`config.mk`:
```
export PLATFORM = sky130hd
export DESIGN_NAME = cacheline_mem_arbiter
export DESIGN_NICKNAME = d
export VERILOG_FILES = /design/src/rtl/cacheline_mem_arbiter_pkg.sv /design/src/rtl/cacheline_mem_arbiter_watchdog.sv /design/src/rtl/cacheline_mem_arbiter.sv
export SDC_FILE = /design/constraint.sdc
export NUM_CORES = 1
export LEC_CHECK = 0
export ABC_AREA = 1
export BUFFER_PORTS_ARGS = -buffer_cell sky130_fd_sc_hd__buf_2
export CAP_MARGIN = 20
export CORE_AREA = 2 2 540 542
export DETAILED_ROUTE_END_ITERATION = 16
export DIE_AREA = 0 0 542 544
export GPL_TIMING_DRIVEN = 0
export PLACE_DENSITY_LB_ADDON = 0.1
export SLEW_MARGIN = 10
export SYNTH_ARGS = -nofsm -noshare
export SYNTH_HDL_FRONTEND = slang
export SYNTH_SLANG_ARGS = --single-unit
export TNS_END_PERCENT = 5
```
`constraint.sdc`:
```
create_clock -name clk -period 1.69 [get_ports clk]
set_input_delay 0.338 -clock clk [delete_from_list [all_inputs] [get_ports clk]]
set_output_delay 0.338 -clock clk [all_outputs]
set_load 0.05 [all_outputs]
```
`src/rtl/cacheline_mem_arbiter_pkg.sv`:
```
// Shared types for the cache-line memory arbiter: serve-state and operation
// enums plus the line-offset width used to align adapter addresses.
package rv32i_types;

  typedef enum logic [1:0] {
    ARB_IDLE    = 2'd0,
    ARB_SERVE_I = 2'd1,
    ARB_SERVE_D = 2'd2
  } arb_state;

  typedef enum logic {
    ARB_OP_READ  = 1'b0,
    ARB_OP_WRITE = 1'b1
  } arb_op;

  // 256-bit line = 32 bytes, so the low 5 address bits select a byte in a line
  localparam int unsigned LINE_OFFSET_BITS = 5;

endpackage

```
`src/rtl/cacheline_mem_arbiter_watchdog.sv`:
```
// Saturating serve-time watchdog with a sticky timeout flag.
// The flag rises on the clock edge that completes the TIMEOUT_CYCLES-th
// enabled cycle and stays high until reset. TIMEOUT_CYCLES = 0 removes it.
module arb_watchdog #(
  parameter int unsigned TIMEOUT_CYCLES = 1024
) (
  input  logic clk,
  input  logic rst,
  input  logic enable,
  input  logic clear,
  output logic timeout
);

  generate
    if (TIMEOUT_CYCLES == 0) begin : g_disabled
      logic unused_inputs;
      assign unused_inputs = ^{clk, rst, enable, clear};
      assign timeout = 1'b0;
    end else begin : g_enabled
      localparam int unsigned CW = $clog2(TIMEOUT_CYCLES + 1);
      localparam logic [CW-1:0] LIMIT = CW'(TIMEOUT_CYCLES);

      logic [CW-1:0] count_reg, count_next;
      logic          flag_reg, flag_next;

      // Count enabled cycles, clear on request, hold at LIMIT instead of wrapping
      always_comb begin
        count_next = count_reg;
        if (clear) begin
          count_next = '0;
        end else if (enable && (count_reg != LIMIT)) begin
          count_next = count_reg + 1'b1;
        end
        flag_next = flag_reg | (count_next == LIMIT);
      end

      // Counter and sticky flag registers
      always_ff @(posedge clk or negedge rst) begin
        if (!rst) begin
          count_reg <= '0;
          flag_reg  <= 1'b0;
        end else begin
          count_reg <= count_next;
          flag_reg  <= flag_next;
        end
      end

      assign timeout = flag_reg;
    end
  endgenerate

endmodule

```
`src/rtl/cacheline_mem_arbiter.sv`:
```
// Shares one cache-line memory adapter between the I-cache and the D-cache.
// A winner is latched in ARB_IDLE; the adapter is then driven only from the
// latched request until adapter_resp, which is steered back to the owner.
// Optional build macro MEM_ARB_ROUND_ROBIN_EN: alternate between the caches
// on simultaneous requests instead of fixed D-cache priority.
module cacheline_mem_arbiter
  import rv32i_types::*;
#(
  parameter int unsigned ADDR_WIDTH     = 32,
  parameter int unsigned LINE_WIDTH     = 256,
  parameter int unsigned TIMEOUT_CYCLES = 1024
) (
  input  logic                  clk,
  input  logic                  rst,
  input  logic [ADDR_WIDTH-1:0] icache_addr,
  input  logic                  icache_read,
  output logic [LINE_WIDTH-1:0] icache_rdata,
  output logic                  icache_resp,
  input  logic [ADDR_WIDTH-1:0] dcache_addr,
  input  logic                  dcache_read,
  input  logic                  dcache_write,
  input  logic [LINE_WIDTH-1:0] dcache_wdata,
  output logic [LINE_WIDTH-1:0] dcache_rdata,
  output logic                  dcache_resp,
  output logic [ADDR_WIDTH-1:0] adapter_addr,
  output logic                  adapter_read,
  output logic                  adapter_write,
  output logic [LINE_WIDTH-1:0] adapter_wdata,
  input  logic [LINE_WIDTH-1:0] adapter_rdata,
  input  logic                  adapter_resp,
  output logic                  arb_timeout
);

  arb_state              state_reg, state_next;
  arb_op                 op_reg, op_next;
  logic [ADDR_WIDTH-1:0] addr_reg, addr_next;
  logic [LINE_WIDTH-1:0] wdata_reg, wdata_next;
  logic                  d_req, i_req, grant_d, grant_i;
  logic                  serving;
  logic                  unused_offset_bits;

  // Byte-offset bits never reach the adapter; the line address is forced aligned
  assign unused_offset_bits = ^{icache_addr[LINE_OFFSET_BITS-1:0],
                                dcache_addr[LINE_OFFSET_BITS-1:0]};

`ifdef MEM_ARB_ROUND_ROBIN_EN
  logic last_grant_reg;  // 0 = I-cache granted last, 1 = D-cache

  // Remember who won the most recent grant
  always_ff @(posedge clk or negedge rst) begin
    if (!rst) begin
      last_grant_reg <= 1'b0;
    end else if (state_reg == ARB_IDLE) begin
      if (grant_d) begin
        last_grant_reg <= 1'b1;
      end else if (grant_i) begin
        last_grant_reg <= 1'b0;
      end
    end
  end
`endif

  // Arbitration: D-cache wins unless round-robin hands a tie to the I-cache
  always_comb begin
    d_req = dcache_read | dcache_write;
    i_req = icache_read;
`ifdef MEM_ARB_ROUND_ROBIN_EN
    grant_d = d_req & (~i_req | ~last_grant_reg);
`else
    grant_d = d_req;
`endif
    grant_i = i_req & ~grant_d;
  end

  // Next state, request latching and all outputs
  always_comb begin
    state_next    = state_reg;
    op_next       = op_reg;
    addr_next     = addr_reg;
    wdata_next    = wdata_reg;
    serving       = 1'b0;
    adapter_addr  = '0;
    adapter_read  = 1'b0;
    adapter_write = 1'b0;
    adapter_wdata = '0;
    icache_resp   = 1'b0;
    icache_rdata  = '0;
    dcache_resp   = 1'b0;
    dcache_rdata  = '0;

    case (state_reg)
      ARB_IDLE: begin
        if (grant_d) begin
          state_next = ARB_SERVE_D;
          addr_next  = {dcache_addr[ADDR_WIDTH-1:LINE_OFFSET_BITS], {LINE_OFFSET_BITS{1'b0}}};
          op_next    = dcache_write ? ARB_OP_WRITE : ARB_OP_READ;
          if (dcache_write) begin
            wdata_next = dcache_wdata;
          end
        end else if (grant_i) begin
          state_next = ARB_SERVE_I;
          addr_next  = {icache_addr[ADDR_WIDTH-1:LINE_OFFSET_BITS], {LINE_OFFSET_BITS{1'b0}}};
          op_next    = ARB_OP_READ;
        end
      end
      ARB_SERVE_I: begin
        serving = 1'b1;
        if (adapter_resp) begin
          state_next   = ARB_IDLE;
          icache_resp  = 1'b1;
          icache_rdata = adapter_rdata;
        end
      end
      ARB_SERVE_D: begin
        serving = 1'b1;
        if (adapter_resp) begin
          state_next  = ARB_IDLE;
          dcache_resp = 1'b1;
          if (op_reg == ARB_OP_READ) begin
            dcache_rdata = adapter_rdata;
          end
        end
      end
      default: begin
        state_next = ARB_IDLE;
      end
    endcase

    if (serving) begin
      adapter_addr  = addr_reg;
      adapter_read  = (op_reg == ARB_OP_READ);
      adapter_write = (op_reg == ARB_OP_WRITE);
      if (op_reg == ARB_OP_WRITE) begin
        adapter_wdata = wdata_reg;
      end
    end
  end

  // State and latched-request registers
  always_ff @(posedge clk or negedge rst) begin
    if (!rst) begin
      state_reg <= ARB_IDLE;
      op_reg    <= ARB_OP_READ;
      addr_reg  <= '0;
      wdata_reg <= '0;
    end else begin
      state_reg <= state_next;
      op_reg    <= op_next;
      addr_reg  <= addr_next;
      wdata_reg <= wdata_next;
    end
  end

  arb_watchdog #(
    .TIMEOUT_CYCLES(TIMEOUT_CYCLES)
  ) u_watchdog (
    .clk    (clk),
    .rst    (rst),
    .enable (state_reg != ARB_IDLE),
    .clear  (state_reg == ARB_IDLE),
    .timeout(arb_timeout)
  );

`ifndef SYNTHESIS
  // Read and write together from the D-cache is illegal; write would win
  always_ff @(posedge clk) begin
    if (rst) begin
      assert (!(dcache_read && dcache_write));
    end
  end
`endif

endmodule

```
==> qor.yml <==
route:
  drt-total-wl_um: 206800
  detail_route.wl_per_cell_um: 25.41
  ant_nets: 0
  vias_per_cell: 2.859
  vias: 23267
  drtIter0Drc: 993
  drc: 0
  drt-pass1-iter-count: 7
clock_tree:
  clock_path_buffers: 3
  cts_root_buf: "clkbuf_16"
  cts_buffers: 46
  clk_pin_slew_ns: 0.06
  clock_latency_ns: 0.64
  cts_tree: "built"
  cts_sinks: 298
  htree_levels: 2
timing:
  finalCritPeriodShare_pct: 163.6
  setup_ws_ns: -1.075
  worst_pin_slew_ns: 0.8479
  skew_ns: 0.03826
  slew_viol_final: 0
  slew_headroom_pct: 43.48
  hold_violations: 0
  timing.fmax_mhz: 361.7
  min_period_ns: 2.765
  setup_violations: 1061
  rsz0062_at_grt: "true"
synth:
  synthTopCellsByCount: "nor2_1, inv_1, dfrtp_1"
  synthDistinctLibCells: 28
  ys_seq_area_share_pct: 44.95
  synth-seq-cells: 298
  synthFlopType: "dfrtp_1"
  syn-mean-instance-area_um2: 6.526
  syn_inst: 2542
  synthSimpleGateAreaFrac_pct: 27.10
  synthAdderAreaFrac_pct: 0.3771
  synth_top_family_by_area: "simple AND/OR/NAND/NOR gates"
  synthTopCellsByArea: "dfrtp_1, nor2_1, inv_1"
  yosys_warnings: 0
  synth-compound-area-share_pct: 9.880
  synthArstFlopShare_pct: 100.0
  synth_top_area_share_pct: 44.95
  synthMuxAreaShare_pct: 0
  yosysMostFrequentCell: "nor2_1"
  synthXorXnorAreaFrac_pct: 0.1056
  syn_area_um2: 16590
  yosys.area.top_type: "dfrtp_1"
  synth_edf_count: 0
cells_and_area:
  fin_util_pct: 12.73
  area_growth_pct: 122.0
  drive_above_1_share_pct: 42.83
  final_nets: 4866
  design_area_um2: 36820
  largest_reg_flops: 256
  final_cells: 8139
critical_path:
  crit_start: "state_reg[1]"
  critPathLaunchType: "flip-flop"
  max_stage_delay_ns: 0.38
  path_cells: "inv_2, ha_1, nand2_4, clkbuf_8, clkbuf_4, nor2_4, buf_4"
  cp_max_fo: 10
  crit_path_end_kind: "output pin"
  path_class: "reg2out"
  critPathArrivalTime_ns: 2.43
  required_ns: 1.35
  cp_slowest_cell: "dfrtp_1"
  regToRegStartpoint: "state_reg[0]"
placement:
  portBuffers: 1370
  pre_cts_ws_ns: -2.214
  dp_cells: 7721
  hpwl_um: 181200
  dpl-instance-area_um2: 28740
  gp_congestion: 0.9025
floorplanning:
  start_util_pct: 5.733
  floorplan.rows: 198
  die_h_um: 544
  core_area_um2: 289400
  pin_count: 1387
  die_x_um: 542
  dieArea_um2: 294800
power:
  ir_drop_mv: 0.8603
  total_leakage_power_uw: 0.01944
  p_per_area_nw_per_um2: 1782
  total_power_uw: 65630
global_route:
  grt_overflow: 0
  antenna_found_initial: 71
  grt_use_total_pct: 13.41
  grt_pass1_vias: 24418
  grt_max_degree: 74
  grt_pass1_wl_um: 257900
worst_hold_path:
  hold_start: "dcache_wdata[243]"
  min_path_type: "in2reg"
outcome:
  outcome: "finished, violations left"
  violations: "setup timing"
run:
  maxCapViolations: 0
==> final cells by class <==
type                            instances  area [um2]
Clock inverter                         13       177.7
Sequential cell                       298        7457
Timing Repair Buffer                 1685       12030
Multi-Input combinational cell       1508        7522
Clock buffer                           68        1304
Inverter                              576        2166
Antenna cell                           27       67.56
Tap cell                             3800        4755
Buffer                                164        1346
Fill cell                           33992      252500
==> per-layer routing <==
| metal | global-route usage [%] | share of wire, % | vias to the layer above |
|---|---|---|---|
| li1 | - | - | 10868 |
| met1 | 14.70 | 38 | 11192 |
| met2 | 24.52 | 51 | 981 |
| met3 | 3.865 | 7.2 | 178 |
| met4 | 4.470 | 3.5 | 48 |
| met5 | 0 | 0.15 | - |
==> layout by cell type, fill, tap and decap left out, types with 3 or more instances in the layout <==
cell type,netlist,layout
clkinv_2,0,4
dfrtp_1,298,298
clkbuf_4,0,41
nor2_4,2,133
o21ai_1,4,4
o21ai_0,30,30
clkbuf_16,0,51
clkbuf_1,73,26
conb_1,1,5
dlygate4sd3_1,0,305
buf_4,6,207
nand3_1,11,11
nand2_2,2,3
clkbuf_8,1,24
bufinv_16,0,3
clkinvlp_4,0,4
inv_2,2,5
inv_1,574,570
buf_16,0,4
nand2_1,87,82
buf_8,0,27
buf_6,0,206
buf_12,0,6
a21oi_1,257,257
nand3_2,3,3
ha_1,5,3
nor2_2,3,95
a31oi_1,27,27
diode_2,0,27
clkbuf_2,0,8
nor2_1,1064,841
buf_2,83,1012
==> worst max-delay path: cells and delay by family (launching register included) <==
family / cells / cell delay [ns]
AND/OR/NAND/NOR: 2 / 0.38
adder cells (fa/ha/maj): 1 / 0.20
flip-flops: 1 / 0.38
buffers and inverters: 4 / 0.85
==> stage by stage <==
| stage | setup TNS (ns) | hold WS [ns] |
|---|---|---|
| after floorplan | -364.58 | 0.04241 |
| after global placement | -3615.53 | 0.4547 |
| after detailed placement | -1276.37 | 0.2715 |
| after CTS | -1054.67 | 0.01676 |
| after global routing | -1050.73 | 0.03857 |
| final | -865.88 | 0.06230 |
==> cell families after synthesis <==
family | count (synthesis)
adder cells (fa/ha/maj) | 5
buffers and inverters | 740
other | 1
AND/OR/NAND/NOR | 1176
XOR/XNOR | 2
AO/OA/AOI/OAI | 320
flip-flops | 298
==> worst paths after layout <==
kind / endpoint / slack (ns) / cells after the start
max: icache_rdata[243] / -1.07 / 7
min: wdata_reg[243] / 0.06 / 3
max reg2reg: wdata_reg[214] / -0.63 / 8
min reg2reg: u_watchdog.timeout / 0.47 / 2
max in group asynchronous: wdata_reg[185] / 0.22 / 4
min in group asynchronous: wdata_reg[101] / 0.17 / 2
==> what timing repair did <==
| item | in CTS | in global routing |
|---|---|---|
| resized for setup | 857 | 335 |
| hold endpoints to repair | 340 | 0 |
| buffers inserted | 2 | 1 |
| setup endpoints to repair | 1087 | 1089 |
| hold buffers | 305 | 0 |
| gates cloned | 2 | 0 |
| pin swaps | 31 | 5 |
==> power breakdown <==
part / internal, uW / switching, uW / total [uW]
clock: 5800 / 4230 / 10000
combinational: 11600 / 32600 / 44200
sequential: 10400 / 973 / 11400
total: 27800 / 37800 / 65600
Power figures use the tool's default switching activity.
